===== src/rtl/irq_sequencer.sv =====
// Fixed-priority interrupt sequencer: latches rising-edge requests as pending, arms the lowest
// enabled index and issues a one-cycle strobe to fetch when it is neither stalled nor flushed.
module irq_sequencer #(
    parameter int unsigned NUM_SRC = 4,
    parameter int unsigned ID_W    = 2,
    parameter int unsigned CNT_W   = 16
) (
    input  logic               clk,
    input  logic               rst_n,
    input  logic [NUM_SRC-1:0] irq_src,
    input  logic               en_we,
    input  logic [NUM_SRC-1:0] en_wdata,
    input  logic               stall,
    input  logic               flush,
    input  logic               rti,
    input  logic               rsi,
    output logic               interrupt,
    output logic               in_service,
    output logic [ID_W-1:0]    cause_id,
    output logic [NUM_SRC-1:0] pending,
    output logic [NUM_SRC-1:0] en_mask,
    output logic               spurious_ret,
    output logic [CNT_W-1:0]   irq_count
);

    typedef enum logic [1:0] {
        IDLE    = 2'd0,
        ARM     = 2'd1,
        SERVICE = 2'd2
    } state_t;

    state_t             state;
    logic [NUM_SRC-1:0] src_q;
    logic [NUM_SRC-1:0] rise;
    logic [NUM_SRC-1:0] cand;
    logic [NUM_SRC-1:0] clr;
    logic [ID_W-1:0]    winner;
    logic               ret;

    assign rise = irq_src & ~src_q;
    assign cand = pending & en_mask;
    assign ret  = rti | rsi;

    // Strobe only when fetch can act on it this very cycle.
    assign interrupt = (state == ARM) && !stall && !flush;

    // Lowest set index wins: scan downward so the last hit is the smallest.
    always_comb begin
        winner = '0;
        for (int i = NUM_SRC - 1; i >= 0; i--) begin
            if (cand[i]) begin
                winner = ID_W'(i);
            end
        end
    end

    // Pending bit of the strobed source is cleared; a same-cycle rise overrides below.
    always_comb begin
        clr = '0;
        for (int i = 0; i < NUM_SRC; i++) begin
            clr[i] = interrupt && (cause_id == ID_W'(i));
        end
    end

    always_ff @(posedge clk) begin
        if (!rst_n) begin
            state        <= IDLE;
            src_q        <= '0;
            pending      <= '0;
            en_mask      <= '0;
            cause_id     <= '0;
            irq_count    <= '0;
            spurious_ret <= 1'b0;
            in_service   <= 1'b0;
        end else begin
            src_q   <= irq_src;
            pending <= (pending & ~clr) | rise;

            if (en_we) begin
                en_mask <= en_wdata;
            end

            if (ret && (state != SERVICE)) begin
                spurious_ret <= 1'b1;
            end

            if (interrupt && (irq_count != '1)) begin
                irq_count <= irq_count + CNT_W'(1);
            end

            case (state)
                IDLE: begin
                    in_service <= 1'b0;
                    if (|cand) begin
                        state    <= ARM;
                        cause_id <= winner;
                    end
                end
                ARM: begin
                    // Committed once armed: mask changes here do not cancel.
                    if (interrupt) begin
                        state      <= SERVICE;
                        in_service <= 1'b1;
                    end
                end
                SERVICE: begin
                    if (ret) begin
                        state      <= IDLE;
                        in_service <= 1'b0;
                    end
                end
                default: begin
                    state      <= IDLE;
                    in_service <= 1'b0;
                end
            endcase
        end
    end

endmodule


===== config.mk =====
export PLATFORM = sky130hd
export DESIGN_NAME = irq_sequencer
export DESIGN_NICKNAME = d
export VERILOG_FILES = /design/src/rtl/irq_sequencer.sv
export SDC_FILE = /design/constraint.sdc
export NUM_CORES = 1
export LEC_CHECK = 0
export CAP_MARGIN = 15
export CORE_MARGIN = 2
export CORE_UTILIZATION = 25
export CTS_CLUSTER_DIAMETER = 80
export DETAILED_ROUTE_END_ITERATION = 12
export GPL_ROUTABILITY_DRIVEN = 0
export PLACE_DENSITY = 0.45
export SLEW_MARGIN = 20
export SYNTH_ARGS = -nofsm -noshare
export SYNTH_HDL_FRONTEND = slang
export SYNTH_SLANG_ARGS = --single-unit

===== constraint.sdc =====
create_clock -name clk -period 4.8 [get_ports clk]
set_input_delay 0.48 -clock clk [delete_from_list [all_inputs] [get_ports clk]]
set_output_delay 0.48 -clock clk [all_outputs]
set_load 0.1 [all_outputs]

==> impl_metrics.env, run 1 <==
export IMPL_filler_cell_count=587
export IMPL_timing_rr_end="irq_count[15]"
export IMPL_post_cts_sizing_count=0
export IMPL_post_dp_hpwl_microns=2820
export IMPL_pre_cts_ws_ns=1.40
export IMPL_width_of_the_die_microns=80.6
export IMPL_crit_type="input port to primary output"
export IMPL_final_setup_viol_count=0
export IMPL_design_final_nets=230
export IMPL_yosysSeqAreaShare_pct=46.4
export IMPL_fin_worst_skew_ns=0.00260
export IMPL_crit_arrival_ns=2.92
export IMPL_grt_antenna_before_repair=0
export IMPL_tritoncts_clock_tree="built"
export IMPL_max_cap_violations=0
export IMPL_regToRegStartpoint="state[1]"
export IMPL_flow_area_growth_from_synthesis_pct=40.6
export IMPL_tightestPinTransition_ns=0.985
export IMPL_synth_area_leaders="sky130_fd_sc_hd__dfxtp_1 (46%), sky130_fd_sc_hd__a21oi_1 (5.8%), sky130_fd_sc_hd__nor2_1 (4.9%), sky130_fd_sc_hd__mux2i_1 (3.4%), sky130_fd_sc_hd__nand2_1 (2.8%)"
export IMPL_clock_power_share_pct=35.4
export IMPL_synthDominantAreaCellType="sky130_fd_sc_hd__dfxtp_1"
export IMPL_max_freq_ghz=0.294
export IMPL_largest_net_degree_at_the_start_of_global_routing=29
export IMPL_crit_path_end_kind="primary output"
export IMPL_worstPathMaxFanout=8
export IMPL_post_route_cells_drive_above_1_share_pct=4.65
export IMPL_intPower_mw=0.437
export IMPL_synth_seq_cells=34
export IMPL_vias_in_the_first_global_route=1342
export IMPL_via_per_inst=4.90
export IMPL_slew_violations=0
export IMPL_sinks_on_clock_net=34
export IMPL_hold_bufs_at_cts=0
export IMPL_synth_cell_types=38
export IMPL_drt_iter0_markers=108
export IMPL_drtAntennaViolNets=0
export IMPL_placedInstanceArea_sq_um=1970
export IMPL_netlist_area_sq_um=1470
export IMPL_rsz0062_at_grt="no"
export IMPL_drt_pre_antenna_iters=4
export IMPL_io_pin_count=44
export IMPL_htree_num_levels=2
export IMPL_syn_inst=169
export IMPL_vias=1407
export IMPL_timing_hold_violations_final=0
export IMPL_post_synth_top_area_fraction_pct=46.4
export IMPL_ys_async_sr_fraction_pct=0
export IMPL_p_sw_share_pct=29.0
export IMPL_synth_top_cells_by_count="sky130_fd_sc_hd__dfxtp_1 (34), sky130_fd_sc_hd__nor2_1 (19), sky130_fd_sc_hd__a21oi_1 (17), sky130_fd_sc_hd__nand2_1 (11), sky130_fd_sc_hd__nand3_1 (8)"
export IMPL_setup_tns_ns=0
export IMPL_cts_path_max_buffers=2
export IMPL_fraction_of_the_cycle_the_final_worst_path_needs_pct=70.8
export IMPL_r2r_setup_slack_ns=2.56
export IMPL_final_critical_path_setup_slack_ns=1.40
export IMPL_synth_enable_flop_cells=0
export IMPL_wire_length_per_cell_after_detailed_routing_microns=13.6
export IMPL_fp_row_count=27
export IMPL_hold_path_startpoint="spurious_ret"
export IMPL_comb_power_share_pct=15.9
export IMPL_post_route_cell_area_sq_um=2060
export IMPL_postSynthAreaPerCell_sq_um=8.68
export IMPL_yosys_warns=0
export IMPL_grt_first_pass_wirelength_microns=6420
export IMPL_clk_insertion_delay_late_ns=0.28
export IMPL_cts_inserted_buffers=5
export IMPL_drt_drc_violations_left=0
export IMPL_power_leakage_nw=0.675
export IMPL_max_slew_margin_rel_pct=34.1
export IMPL_global_route_overflow_total=0
export IMPL_hp_class="flop to flop"
export IMPL_core_region_area_sq_um=5570
export IMPL_power_sequential_fraction_pct=48.6
export IMPL_cts_root_buf="sky130_fd_sc_hd__clkbuf_8"
export IMPL_status="complete, no violations"
export IMPL_required_ns=4.32
export IMPL_setup_worst_path_start_class="input port"
export IMPL_cts_setup_buffers=0
export IMPL_die_y_microns=80.6
export IMPL_io_buffers=43
export IMPL_synth_ff_type="sky130_fd_sc_hd__dfxtp_1"
export IMPL_clk_transition_reported_paths_ns=0.07
export IMPL_holdPathStages=2
export IMPL_hold_path_end="spurious_ret"
export IMPL_antennaDiodeCount=0
export IMPL_total_switching_power_mw=0.178
export IMPL_initial_standard_cell_utilization_of_the_core_pct=26.3
export IMPL_tmin_final_ns=3.40
export IMPL_vdd_drop_max_mv=0.103
export IMPL_drt_total_wl_microns=3890
export IMPL_synthMostInstantiatedCell="sky130_fd_sc_hd__dfxtp_1"
export IMPL_cellPowerDensity_nw_per_um2=299
export IMPL_mapped_nets=185
export IMPL_fp_dieArea_sq_um=6490
export IMPL_fin_util_pct=37.0
export IMPL_grt_usage_pct=12.9
export IMPL_r2r_worst_path_cells=4
sequential cells by signal (all words and copies together) (netlist names):
name / cells
cause_id: 2
en_mask: 4
in_service: 1
irq_count: 16
pending: 4
spurious_ret: 1
src_q: 4
state: 2
layer usage:
metal	track usage, %	share of wire (%)	vias up
met5	0	0	-
li1	-	-	708
met3	3.48	4.1	5
met2	20.7	47	28
met4	5.76	1.9	0
met1	16.2	47	666
worst max-delay path, cell delays in order:
cell and delay, ns:
sky130_fd_sc_hd__clkdlybuf4s50_1 0.39, sky130_fd_sc_hd__or4b_1 0.66, sky130_fd_sc_hd__clkinv_1 0.22, sky130_fd_sc_hd__clkdlybuf4s50_1 1.16
per-stage QoR:
stage,hold WS (ns),cells,power (mW)
after floorplan,0.462,169,0.373
final,0.476,287,0.616
after global placement,0.460,279,0.404
after detailed placement,0.466,279,0.405
after CTS,0.486,287,0.625
after global routing,0.523,287,0.647
cell families (layout without fill, tap and decap cells):
group                    after synthesis  count (layout)  share of synthesized area, %
AND/OR/NAND/NOR                       70              70                          25.8
AO/OA/AOI/OAI                         42              42                          18.1
flip-flops                            34              34                          46.4
buffers and inverters                 14              60                          3.67
multiplexers                           5               5                          3.41
XOR/XNOR                               3               3                          1.79
adder cells (fa/ha/maj)                1               1                         0.853
power by group through the flow:
stage / clock network (mW) / logic, mW / registers (mW)
6_report: 0.218 / 0.0981 / 0.299
5_1_grt: 0.242 / 0.104 / 0.301
4_1_cts: 0.226 / 0.0992 / 0.299
3_5_place_dp: 0 / 0.0990 / 0.306
3_3_place_gp: 0 / 0.0981 / 0.306
2_1_floorplan: 0 / 0.0245 / 0.349
how the worst max path moves through the flow:
stage                from  slack (ns)           end  cells past startpoint
finish              stall        1.40     interrupt                      4
global route        stall        1.33     interrupt                      4
CTS                 stall        1.39     interrupt                      4
detailed placement  stall        1.40     interrupt                      4
global placement    stall        1.43     interrupt                      4
floorplan           stall        2.21  irq_count[7]                      7
layout by cell type (no fill, tap or decap), drive strengths merged, types with 3 or more instances in the layout:
cell	n
clkdlybuf4s50	43
dfxtp	34
nor2	19
a21oi	17
nand2	11
nand3	8
o21ai	7
inv	7
clkbuf	7
o31ai	5
mux2i	5
or4	5
and2	4
nand4	4
or3	4
nand2b	3
a211oi	3
o41ai	3
area by class of cell:
type / instances / area, sq um / share of cell area, %
repair buffers: 44 / 438 / 21.2
clock inverters: 1 / 5.00 / 0.243
inverters: 8 / 30.0 / 1.46
clock buffers: 7 / 86.3 / 4.19
flip-flops and latches: 34 / 681 / 33.0
multi-input cells: 121 / 732 / 35.5
well taps: 72 / 90.1 / 4.37
No activity file was read; power rests on OpenSTA's default activity.
==> inputs of run 2 (changes only) <==
- clock period: 4.8 -> 3.5 ns (I/O delays scaled with it)
==> run 2 against run 1 <==
Against the previous run:
- first-iteration DRC count decreased by 28%
- flip-flop and latch count is the same
- sequential power increased by 37%
- register-to-register slack lost 1.3 ns
- non-clock buffer count stayed put
- clock power grew 39%
- final cell count unchanged
- largest power group unchanged
==> impl_metrics.env, run 2 (synthesis results as in run 1) <==
export IMPL_hp_class="flop to flop"
export IMPL_max_freq_ghz=0.422
export IMPL_crit_path_start="stall"
export IMPL_drt_total_wl_microns=3800
export IMPL_r2r_setup_slack_ns=1.23
export IMPL_max_cap_violations=0
export IMPL_worst_path_dominant_cell_family="simple AND/OR/NAND/NOR gates"
export IMPL_drt_iter0_markers=78
export IMPL_crit_path_top_delay_cell="sky130_fd_sc_hd__or4b_1"
export IMPL_fin_util_pct=36.9
export IMPL_design_final_nets=230
export IMPL_status="complete, no violations"
export IMPL_most_common_layout_cells="sky130_fd_sc_hd__clkdlybuf4s50_1 (42), sky130_fd_sc_hd__dfxtp_1 (34), sky130_fd_sc_hd__nor2_1 (19), sky130_fd_sc_hd__a21oi_1 (17), sky130_fd_sc_hd__nand2_1 (11)"
export IMPL_timing_hold_violations_final=0
export IMPL_cts_setup_buffers=0
export IMPL_final_critical_path_setup_slack_ns=1.13
export IMPL_critical_path_destination="irq_count[15]"
export IMPL_initial_standard_cell_utilization_of_the_core_pct=26.3
export IMPL_filler_cell_count=576
export IMPL_drt_pre_antenna_iters=4
export IMPL_fraction_of_the_cycle_the_final_worst_path_needs_pct=67.8
export IMPL_clk_insertion_delay_late_ns=0.29
export IMPL_total_power_mw=0.848
export IMPL_vias=1416
export IMPL_vdd_drop_max_mv=0.175
export IMPL_fp_row_count=27
export IMPL_die_y_microns=80.6
export IMPL_required_ns=3.72
export IMPL_largest_reg_flops=16
export IMPL_regArea_sq_um=681
export IMPL_sinks_on_clock_net=34
export IMPL_post_cts_sizing_count=0
export IMPL_max_slew_margin_rel_pct=33.4
export IMPL_antennaDiodeCount=0
export IMPL_drt_drc_violations_left=0
export IMPL_tmin_final_ns=2.37
export IMPL_io_buffers=43
export IMPL_flow_area_growth_from_synthesis_pct=40.4
export IMPL_hold_bufs_at_cts=0
export IMPL_tritoncts_clock_tree="built"
export IMPL_cellPowerDensity_nw_per_um2=412
export IMPL_setup_worst_path_start_class="input port"
export IMPL_core_region_area_sq_um=5570
export IMPL_wire_length_per_cell_after_detailed_routing_microns=13.3
export IMPL_fin_worst_skew_ns=0.00590
export IMPL_largest_net_degree_at_the_start_of_global_routing=29
export IMPL_crit_arrival_ns=2.59
export IMPL_cp_num_buf_inv=1
export IMPL_cts_root_buf="sky130_fd_sc_hd__clkbuf_8"
export IMPL_vias_in_the_first_global_route=1380
export IMPL_hold_worst_slack_ns=0.479
export IMPL_cp_cell_sequence="clkdlybuf4s50_1 -> or4b_1 -> or4_4 -> or4_1 -> a21oi_1"
export IMPL_tightestPinTransition_ns=0.996
export IMPL_clk_transition_reported_paths_ns=0.07
export IMPL_drtAntennaViolNets=0
export IMPL_grt_usage_pct=13.0
export IMPL_pre_cts_ws_ns=0.842
export IMPL_crit_type="input port to flop"
export IMPL_cp_num_cells=5
export IMPL_r2r_worst_path_cells=4
export IMPL_io_pin_count=44
export IMPL_cts_inserted_buffers=5
export IMPL_grt_first_pass_wirelength_microns=6400
export IMPL_rsz0062_at_grt="no"
export IMPL_power_leakage_nw=0.677
export IMPL_global_route_overflow_total=0
export IMPL_htree_num_levels=2
export IMPL_max_stage_delay_ns=0.68
export IMPL_setup_tns_ns=0
export IMPL_timing_rr_end="irq_count[15]"
export IMPL_worstPathMaxFanout=7
export IMPL_cts_path_max_buffers=2
export IMPL_largest_register="irq_count"
export IMPL_grt_antenna_before_repair=0
export IMPL_fp_dieArea_sq_um=6490
export IMPL_multi_input_comb_area_sq_um=732
export IMPL_regToRegStartpoint="state[1]"
export IMPL_width_of_the_die_microns=80.6
export IMPL_post_dp_hpwl_microns=2740
export IMPL_final_setup_viol_count=0
export IMPL_slew_violations=0
export IMPL_crit_path_end_kind="flop"
export IMPL_post_route_cells_drive_above_1_share_pct=5.12
export IMPL_via_per_inst=4.93
export IMPL_final_common_cell="sky130_fd_sc_hd__clkdlybuf4s50_1"
-- run 2: cell types whose count changed in the layout (fill, tap and decap cells not counted), sizes merged --
cell / change
clkdlybuf4s50: -1
buf: +1
-- run 2: how the worst min path moves through the flow --
stage	start	endpoint	cells past startpoint
6_report	spurious_ret	spurious_ret	2
3_5_place_dp	spurious_ret	spurious_ret	2
4_1_cts	spurious_ret	spurious_ret	2
3_3_place_gp	spurious_ret	spurious_ret	2
5_1_grt	spurious_ret	spurious_ret	2
2_1_floorplan	src_q[0]	pending[0]	2
-- run 2: metrics by stage --
step           cell area, sq um  std cells
6_report                   2060        287
5_1_grt                    2060        287
4_1_cts                    2060        287
3_5_place_dp               1970        279
3_3_place_gp               1970        279
2_1_floorplan              1470        169
-- run 2: power by group --
part	switching [mW]	leakage [nW]	total, mW	internal (mW)
Clock	0.144	0.0482	0.303	0.159
Combinational	0.0933	0.351	0.135	0.0415
Sequential	0.0107	0.278	0.410	0.399
-- run 2: area by class of cell --
class / count / area share [%]
inverters: 8 / 1.46
clock buffers: 7 / 4.19
flip-flops and latches: 34 / 33.0
repair buffers: 44 / 21.1
multi-input cells: 121 / 35.5
well taps: 72 / 4.37
clock inverters: 1 / 0.243
-- run 2: per-layer routing --
metal / GRT usage (%) / part of all wire, % / vias to the layer above
met5: 0 / 0 / -
met2: 20.1 / 48 / 26
met3: 3.93 / 4.0 / 5
li1: - / - / 712
met4: 5.59 / 1.7 / 0
met1: 16.7 / 47 / 673
-- run 2: tightest hold or removal path, delay by kind of cell (launching register included) --
kind | cells | cell delay [ns]
AND/OR/NAND/NOR | 2 | 0.11
flip-flops | 1 | 0.34
==> inputs of run 3 (changes only) <==
- PLACE_DENSITY: 0.45 -> 0.47
- clock period: 3.5 -> 2 ns (I/O delays scaled with it)
==> run 3 against run 2 <==
Against the previous run:
- the run now ends with negative setup slack left
- via count increased by 4.9%
- global-route usage rose by 1.1 points
- clock skew up 0.0032 ns
- power is 69% higher
- setup slack got worse by 1.1 ns
- clock power grew 60%
- die area stayed put
- worst hold slack got worse by 0.0050 ns
- first-iteration DRC count increased by 31%
- combinational power is 79% higher
- routed wire length grew 7.9%
- critical path type is now flop to flop
==> impl_metrics.env, run 3 (synthesis results as in run 1) <==
export IMPL_fp_dieArea_sq_um=6490
export IMPL_cts_setup_buffers=0
export IMPL_crit_path_start="state[1]"
export IMPL_total_power_mw=1.43
export IMPL_final_instance_count_excl_fill=307
export IMPL_cp_cell_sequence="or4b_4 -> or4_4 -> or4_4 -> a21oi_2"
export IMPL_width_of_the_die_microns=80.6
export IMPL_max_slew_margin_rel_pct=65.9
export IMPL_clk_insertion_delay_late_ns=0.28
export IMPL_tritoncts_clock_tree="built"
export IMPL_fin_worst_skew_ns=0.00914
export IMPL_timing_hold_violations_final=0
export IMPL_io_pin_count=44
export IMPL_max_cap_violations=0
export IMPL_highest_signal_layer_in_the_routed_design="met4"
export IMPL_fp_row_count=27
export IMPL_post_dp_hpwl_microns=3080
export IMPL_r2r_setup_slack_ns=-0.009
export IMPL_drt_pre_antenna_iters=4
export IMPL_regToRegStartpoint="state[1]"
export IMPL_wirelength_met1_microns=1890
export IMPL_cts_inserted_buffers=5
export IMPL_crit_path_top_delay_cell="sky130_fd_sc_hd__or4_4"
export IMPL_antennaDiodeCount=0
export IMPL_dr_wl_met2_microns=1970
export IMPL_drt_total_wl_microns=4100
export IMPL_cts_root_buf="sky130_fd_sc_hd__clkbuf_8"
export IMPL_crit_path_end_kind="flop"
export IMPL_largest_reg_flops=16
export IMPL_largest_net_degree_at_the_start_of_global_routing=29
export IMPL_rsz0062_at_grt="yes"
export IMPL_crit_arrival_ns=2.21
export IMPL_initial_standard_cell_utilization_of_the_core_pct=26.3
export IMPL_setup_tns_ns=-0.00892
export IMPL_clk_transition_reported_paths_ns=0.07
export IMPL_final_common_cell="sky130_fd_sc_hd__buf_4"
export IMPL_setup_worst_path_start_class="flop"
export IMPL_vias_in_the_first_global_route=1409
export IMPL_place_detailed_instances=299
export IMPL_io_buffers=43
export IMPL_r2r_worst_path_cells=4
export IMPL_cts_path_max_buffers=2
export IMPL_timing_rr_end="irq_count[15]"
export IMPL_required_ns=2.20
export IMPL_post_route_cell_area_sq_um=2220
export IMPL_post_route_cells_drive_above_1_share_pct=34.9
export IMPL_wire_length_per_cell_after_detailed_routing_microns=13.4
export IMPL_vias=1486
export IMPL_flow_area_growth_from_synthesis_pct=51.6
export IMPL_status="complete, but fails checks"
export IMPL_global_route_overflow_total=0
export IMPL_placedInstanceArea_sq_um=2110
export IMPL_holdPathStages=5
export IMPL_tightestPinTransition_ns=0.511
export IMPL_tmin_final_ns=2.01
export IMPL_cellPowerDensity_nw_per_um2=644
export IMPL_crit_path_frequent_cell="sky130_fd_sc_hd__or4_4"
export IMPL_vdd_drop_max_mv=0.274
export IMPL_max_freq_ghz=0.498
export IMPL_hp_class="input port to flop"
export IMPL_drt_iter0_markers=102
export IMPL_violations="negative setup slack"
export IMPL_via_per_inst=4.84
export IMPL_final_critical_path_setup_slack_ns=-0.00892
export IMPL_design_final_nets=250
export IMPL_grt_usage_pct=14.1
export IMPL_htree_num_levels=2
export IMPL_slew_violations=0
export IMPL_core_region_area_sq_um=5570
export IMPL_power_leakage_nw=0.848
export IMPL_grt_antenna_before_repair=0
export IMPL_hold_bufs_at_cts=0
export IMPL_fraction_of_the_cycle_the_final_worst_path_needs_pct=100
export IMPL_die_y_microns=80.6
export IMPL_most_common_layout_cells="sky130_fd_sc_hd__buf_4 (49), sky130_fd_sc_hd__nor2_1 (19), sky130_fd_sc_hd__dfxtp_1 (17), sky130_fd_sc_hd__a21oi_1 (16), sky130_fd_sc_hd__clkdlybuf4s50_1 (12)"
export IMPL_hold_path_end="irq_count[11]"
export IMPL_hold_worst_slack_ns=0.474
export IMPL_max_stage_delay_ns=0.51
export IMPL_crit_type="flop to flop"
export IMPL_final_setup_viol_count=1
export IMPL_grt_first_pass_wirelength_microns=6870
export IMPL_hold_path_startpoint="flush"
export IMPL_met3WireLength_microns=179
export IMPL_filler_cell_count=585
export IMPL_drt_drc_violations_left=0
export IMPL_worstPathMaxFanout=4
export IMPL_drtAntennaViolNets=0
export IMPL_largest_register="irq_count"
export IMPL_sinks_on_clock_net=34
## run 3: where the power goes
group | leakage (nW) | internal (mW) | switching (mW)
combinational | 0.514 | 0.0756 | 0.167
clock | 0.0450 | 0.241 | 0.243
sequential | 0.289 | 0.689 | 0.0182
total | 0.848 | 1.01 | 0.428
## run 3: critical path: cells and delay by family (launching register included)
| kind | cells | cell delay [ns] |
|---|---|---|
| and+or+nand+nor | 3 | 1.43 |
| AOI/OAI and AO/OA | 1 | 0.16 |
| DFF | 1 | 0.33 |
## run 3: metrics by stage
step | worst slack [ns] | utilization, %
2_1_floorplan | -0.0538 | -
3_3_place_gp | -0.346 | 37.8
3_5_place_dp | -0.406 | 37.8
4_1_cts | -0.00441 | 39.6
5_1_grt | -0.0570 | 39.9
6_report | -0.00892 | 39.9
## run 3: what timing repair did
| action | in CTS | in global routing |
|---|---|---|
| endpoints found under the setup margin | 7 | 5 |
| resized for setup | 7 | 2 |
| pin swaps | 2 | 0 |
## run 3: cell type report
| class | instances | area (sq um) | area share (%) |
|---|---|---|---|
| clock buffers | 6 | 72.6 | 3.26 |
| clock inverters | 2 | 10.0 | 0.450 |
| inverters | 8 | 35.0 | 1.58 |
| multi-input cells | 121 | 768 | 34.6 |
| flip-flops and latches | 34 | 722 | 32.5 |
| well taps | 72 | 90.1 | 4.05 |
| repair buffers | 64 | 526 | 23.6 |
## run 3: metal layers
layer	track usage [%]	vias up
li1	-	753
met1	17.6	699
met2	22.0	30
met3	4.49	4
met4	6.10	0
met5	0	-
## run 3: worst max-delay path by stage
stage               endpoint  slack [ns]  cells past startpoint
6_report       irq_count[15]      -0.009                      4
5_1_grt        irq_count[15]       -0.06                      4
4_1_cts        irq_count[15]      -0.004                      4
3_5_place_dp   irq_count[15]       -0.41                      5
3_3_place_gp   irq_count[15]       -0.35                      5
2_1_floorplan  irq_count[15]       -0.05                      5
